===== config.mk =====
export PLATFORM = sky130hd
export DESIGN_NAME = mem_arb
export DESIGN_NICKNAME = d
export VERILOG_FILES = /design/src/rtl/rv_mem_pkg.sv /design/src/rtl/mem_arb_pick.sv /design/src/rtl/mem_arb.sv
export SDC_FILE = /design/constraint.sdc
export NUM_CORES = 1
export LEC_CHECK = 0
export ABC_AREA = 1
export CORE_MARGIN = 2
export CORE_UTILIZATION = 30
export CTS_CLUSTER_SIZE = 40
export DETAILED_ROUTE_END_ITERATION = 8
export PLACE_DENSITY = 0.71
export SETUP_SLACK_MARGIN = 0.5
export SLEW_MARGIN = 20
export SYNTH_ARGS = -nofsm -noshare
export SYNTH_HDL_FRONTEND = slang
export SYNTH_SLANG_ARGS = --single-unit

===== constraint.sdc =====
create_clock -name clk -period 1.77 [get_ports clk]
set_clock_uncertainty 0.05 [all_clocks]
set_input_delay 0.531 -clock clk [delete_from_list [all_inputs] [get_ports clk]]
set_output_delay 0.531 -clock clk [all_outputs]
set_load 0.01 [all_outputs]

===== src/rtl/rv_mem_pkg.sv =====
// Shared types for the fetch/data memory arbiter: FSM states, owner tags and
// the default fetch-starvation limit.
package rv_mem_pkg;

  localparam int STARVE_MAX_DEFAULT = 4;

  typedef enum logic [1:0] {
    IDLE = 2'd0,
    REQ  = 2'd1,
    RESP = 2'd2
  } arb_state_e;

  typedef enum logic {
    OWN_IF = 1'b0,
    OWN_MA = 1'b1
  } owner_e;

  // Width of a counter that must hold 0..max_val; never narrower than one bit.
  function automatic int cnt_width(input int max_val);
    return (max_val < 1) ? 1 : $clog2(max_val + 1);
  endfunction

endpackage


===== src/rtl/mem_arb_pick.sv =====
// Owner selection: the data port wins ties unless fetch has already been
// passed over STARVE_LIM times in a row.
module mem_arb_pick
  import rv_mem_pkg::*;
#(
  parameter int              CW         = 3,
  parameter logic [CW-1:0]   STARVE_LIM = 3'd4
) (
  input  logic          if_req,
  input  logic          ma_req,
  input  logic [CW-1:0] starve_cnt,
  output logic          valid,
  output owner_e        owner
);

  always_comb begin
    valid = if_req | ma_req;
    if (if_req && (!ma_req || (starve_cnt == STARVE_LIM))) begin
      owner = OWN_IF;
    end else begin
      owner = OWN_MA;
    end
  end

endmodule


===== src/rtl/mem_arb.sv =====
// Fetch/data arbiter in front of a single-port memory. One transaction is in
// flight at a time; request fields are captured at grant so requesters may move on.
module mem_arb
  import rv_mem_pkg::*;
#(
  parameter int STARVE_MAX = STARVE_MAX_DEFAULT
) (
  input  logic        clk,
  input  logic        rst_n,
  input  logic        if_req,
  input  logic [31:0] if_addr,
  output logic        if_gnt,
  output logic        if_rvalid,
  output logic [31:0] if_rdata,
  input  logic        ma_req,
  input  logic        ma_we,
  input  logic [31:0] ma_addr,
  input  logic [31:0] ma_wdata,
  output logic        ma_gnt,
  output logic        ma_rvalid,
  output logic [31:0] ma_rdata,
  output logic        mem_req,
  output logic        mem_we,
  output logic [31:0] mem_addr,
  output logic [31:0] mem_wdata,
  input  logic        mem_gnt,
  input  logic        mem_rvalid,
  input  logic [31:0] mem_rdata
);

  localparam int            CW         = cnt_width(STARVE_MAX);
  localparam logic [CW-1:0] STARVE_LIM = CW'(STARVE_MAX);

  arb_state_e    state_q,  state_d;
  owner_e        owner_q,  owner_d;
  logic          we_q,     we_d;
  logic [31:0]   addr_q,   addr_d;
  logic [31:0]   wdata_q,  wdata_d;
  logic [CW-1:0] starve_q, starve_d;

  logic   pick_valid;
  owner_e pick_owner;
  logic   grant;
  logic   resp;

  mem_arb_pick #(
    .CW         (CW),
    .STARVE_LIM (STARVE_LIM)
  ) u_pick (
    .if_req     (if_req),
    .ma_req     (ma_req),
    .starve_cnt (starve_q),
    .valid      (pick_valid),
    .owner      (pick_owner)
  );

  always_comb begin
    // NOTE: every variable gets its hold value first so no path leaves it unassigned (no latch).
    state_d  = state_q;
    owner_d  = owner_q;
    we_d     = we_q;
    addr_d   = addr_q;
    wdata_d  = wdata_q;
    starve_d = starve_q;
    unique case (state_q)
      IDLE: begin
        if (pick_valid) begin
          owner_d = pick_owner;
          state_d = REQ;
          if (pick_owner == OWN_IF) begin
            we_d     = 1'b0;
            addr_d   = if_addr;
            wdata_d  = '0;
            starve_d = '0;
          end else begin
            we_d    = ma_we;
            addr_d  = ma_addr;
            wdata_d = ma_wdata;
            if (if_req && (starve_q != STARVE_LIM)) begin
              starve_d = starve_q + CW'(1);
            end
          end
        end
      end
      REQ: begin
        if (mem_gnt) state_d = RESP;
      end
      RESP: begin
        if (mem_rvalid) state_d = IDLE;
      end
      default: state_d = IDLE;
    endcase
  end

  // NOTE: all state, including the captured request, resets so a response
  // arriving after a mid-transaction reset finds the FSM idle and is dropped.
  always_ff @(posedge clk or negedge rst_n) begin
    if (!rst_n) begin
      state_q  <= IDLE;
      owner_q  <= OWN_IF;
      we_q     <= 1'b0;
      addr_q   <= '0;
      wdata_q  <= '0;
      starve_q <= '0;
    end else begin
      // NOTE: non-blocking updates so every flop samples pre-edge values.
      state_q  <= state_d;
      owner_q  <= owner_d;
      we_q     <= we_d;
      addr_q   <= addr_d;
      wdata_q  <= wdata_d;
      starve_q <= starve_d;
    end
  end

  // Grants are combinational from IDLE; masked by rst_n so they stay low in reset.
  assign grant     = rst_n && (state_q == IDLE) && pick_valid;
  assign if_gnt    = grant && (pick_owner == OWN_IF);
  assign ma_gnt    = grant && (pick_owner == OWN_MA);

  assign resp      = (state_q == RESP) && mem_rvalid;
  assign if_rvalid = resp && (owner_q == OWN_IF);
  assign ma_rvalid = resp && (owner_q == OWN_MA);
  assign if_rdata  = if_rvalid ? mem_rdata : '0;
  assign ma_rdata  = ma_rvalid ? mem_rdata : '0;

  assign mem_req   = (state_q == REQ);
  assign mem_we    = we_q;
  assign mem_addr  = addr_q;
  assign mem_wdata = wdata_q;

endmodule


==> summary.md, run 1 <==
| Metric | Value |
|---|---|
| Mean Syn Cell Area | ~6.9 µm² |
| CTS tree | done |
| Main combinational cell family by area after synthesis | simple AND/OR/NAND/NOR gates |
| Failing checks | setup timing |
| Die Y | approximately 120 µm |
| #FFs+latches synth | 71 |
| Setup violators final | a little under 70 |
| Static Leak | approximately 4.6 nW |
| Layout area overhead | 132% |
| Diode count | 0 |
| Total wire length | 19.0 mm |
| Dpl hpwl | 11.1 mm |
| Yosys warnings | 0 |
| Mux cell area share after synthesis | 0% |
| Congestion Overflow GR | 0 |
| Routability Congestion | roughly 0.87 |
| Crit path max fanout | 5 |
| Clock Path Buffers | 2 |
| EDFF count, synth | 0 |
| Placed cell areas | roughly 7500 µm² |
| FMAX | ~0.47 GHz |
| Sequential share of the synthesized area | 46.0% |
| Yosys cell types | 20 |
| H-tree lvl count | 3 |
| Synth Area in Compound Gates | 1.13% |
| Drt pass-1 iters | 4 |
| Syn nets | between 600 and 700 |
| Worst Slack Setup Final | -0.338 ns |
| Crit path from | state_q[0] |
| Top FF cell, synth | dfrtp_1 |
| Worst Hold Class | in -> async |
| Max-Cap Viols | 0 |
| Setup crit start kind | flip-flop |
| Worst setup path class | reg -> out |
| Fraction of layout cells with a size suffix above 1 | between 40% and 50% |
| Synthesized instance count | between 500 and 600 |
| Post-DRT Antenna Nets | 0 |
| Slew Viols, Final | 0 |
| Clock Latency Late Sink | between 0.3 and 0.4 ns |
| Die Footprint | between 10000 and 15000 µm² |
| WL/cell | ~18 µm |
| PwrDens | 1360 nW/µm² |
| IO Pins | approximately 270 |
| FP Rows | 41 |
| Initial DRC Count | about 240 |
| Die width | roughly 120 µm |
| Final core occ | a little over 70% |
| Clock Pin Slew Worst Setup and Hold Paths | 0.06 ns |
| Worst path required time | 1.19 ns |
| Largest net degree at the start of global routing | a little over 70 |
| Core Region | ~13000 µm² |
| Fin area | about 9000 µm² |
| Layout Nets | 1034 |
| FF-to-FF Start | state_q[0] |
| # DRC | 0 |
| Status | finished, violations left |
| Number of antenna violations at the first check in global routing | 0 |
| Synth Area in Adders | 0.647% |
| Relative max-transition margin | between 30% and 40% |
| Via count | 5029 |
| Slew @ Worst Pin | 0.954 ns |
| Worst EP arrival | about 1.5 ns |
| First-pass GRT wire length | 24.5 mm |
| Vias/cell | 4.68 |
| Vias in the first global route | about 4600 |
| RSZ-0062 raised after global routing | yes |
| Post-layout min period | between 2 and 2.5 ns |
| Overall routing resource usage | between 20 and 25% |
| Total CTS buffers | 9 |
| PortBufs | 268 |
| Starting density of the core | a little under a third |
| Overall power consumption | 12.2 mW |
| Mapped cell area | slightly below 4000 µm² |
| CTS Hold Bufs | 0 |
| Clock Sinks | between 70 and 80 |
| Endpoints failing hold | 0 |
| Worst setup EP type | output port |
| Root buf cell | clkbuf_16 |
| VDD IR-drop max | 0.823 mV |
| Synth Area in XOR/XNOR | 0.227% |
| Ys async rst share | between 90% and 100% |
| Post-Synth Simple-Gate Area | a little under two fifths |
| Tcrit/Tclk final | 119% |
==> routing by layer <==
metal,vias up,global-route usage [%],share of wire [%],wire (µm)
met5,-,0,0,0
met2,255,40.0,52,9820
li1,2352,-,-,-
met3,34,7.12,8.3,1570
met1,2388,25.3,38,7140
met4,0,5.12,2.3,444
==> worst paths after layout <==
path / depth (start not counted) / to / slack (ns)
max: 6 / if_rdata[21] / -0.34
min: 2 / mem_addr[2] / 0.39
max reg2reg: 9 / mem_addr[5] / 0.20
min reg2reg: 2 / mem_addr[7] / 0.43
max in group asynchronous: 2 / state_q[1] / 0.58
min in group clk: 2 / mem_addr[7] / 0.43
==> stage by stage <==
step           worst slack, ns  instances  TNS, ns  hold WS [ns]
6_report                -0.338       1074   -19.81         0.392
5_1_grt                 -0.411       1074   -23.88         0.442
4_1_cts                 -0.357       1016   -19.58         0.425
3_5_place_dp            -0.924        990  -106.69         0.409
3_3_place_gp            -0.902        990  -102.82         0.407
2_1_floorplan          -0.0188        562   -0.168         0.185
==> registers in the layout, indices dropped and copies added, names as in the netlist <==
register,cells
state_q,2
mem_wdata,32
owner_q,1
mem_addr,32
starve_q,3
mem_we,1
==> layout by cell type, fill, tap and decap left out, types with 2 or more instances in the layout <==
master / count
clkbuf_16: 25
buf_2: 8
clkinv_4: 3
buf_6: 95
o21ai_1: 2
nand2_1: 168
nand2_2: 2
clkdlybuf4s15_1: 2
buf_8: 3
dfrtp_1: 70
nand2_4: 3
buf_4: 45
nor2_4: 67
buf_12: 12
nand3_2: 57
buf_16: 7
nand3_1: 40
nand4_1: 2
inv_1: 99
clkbuf_2: 39
inv_4: 2
inv_2: 5
bufinv_16: 3
clkdlybuf4s50_1: 130
==> final cells by class <==
| type | instances | area, µm² |
|---|---|---|
| Fill cell | 928 | 3670 |
| Clock buffer | 9 | 225 |
| Tap cell | 172 | 215 |
| Inverter | 107 | 412 |
| Sequential cell | 71 | 1780 |
| Clock inverter | 7 | 128 |
| Multi-Input combinational cell | 350 | 2340 |
| Timing Repair Buffer | 358 | 3850 |
==> worst max-delay path, cell delays in order, from the launching register on <==
cell	delay, ns
dfrtp_1	0.41
inv_2	0.07
nand4_1	0.15
buf_6	0.20
clkbuf_16	0.17
nor2_4	0.09
buf_6	0.10
==> synthesized netlist by cell type (2+ instances only) <==
cell type	instances	area (µm²)
inv_1	106	398
nand2_2	2	12.5
nor2_1	66	248
buf_4	5	37.5
buf_2	17	85.1
buf_6	3	33.8
o21ai_0	4	20.0
ha_1	2	25.0
dfrtp_1	71	1780
clkbuf_1	8	30.0
nand3_1	97	485
nand2_1	172	646
nand4_1	2	12.5
==> kinds of logic after synthesis <==
| group | after synthesis |
|---|---|
| adder cells (fa/ha/maj) | 2 |
| AO/OA/AOI/OAI | 6 |
| buffers and inverters | 141 |
| XOR/XNOR | 1 |
| flip-flops | 71 |
| AND/OR/NAND/NOR | 341 |
==> timing repair <==
| item | CTS | global route |
|---|---|---|
| setup buffers | 8 | 36 |
| gates cloned | 2 | 22 |
| setup endpoints to repair | 204 | 204 |
| resized for setup | 428 | 199 |
| pin swaps | 3 | 3 |
==> report_power, final <==
part | switching (mW) | total (mW) | internal (mW) | leakage [nW]
Combinational | 3.42 | 7.12 | 3.70 | 3.53
Sequential | 0.489 | 2.88 | 2.39 | 0.883
Clock | 0.781 | 2.18 | 1.40 | 0.172
No activity file was read; power rests on OpenSTA's default activity.
==> inputs of run 2 (changes only) <==
--- a/config.mk
+++ b/config.mk
@@ -10,6 +10,7 @@
 export CORE_UTILIZATION = 30
 export CTS_CLUSTER_SIZE = 40
 export DETAILED_ROUTE_END_ITERATION = 8
+export GPL_TIMING_DRIVEN = 1
 export PLACE_DENSITY = 0.71
 export SETUP_SLACK_MARGIN = 0.5
 export SLEW_MARGIN = 20
==> results of run 2 <==
The final DEF is identical to that of run 1; final timing and power are the same.
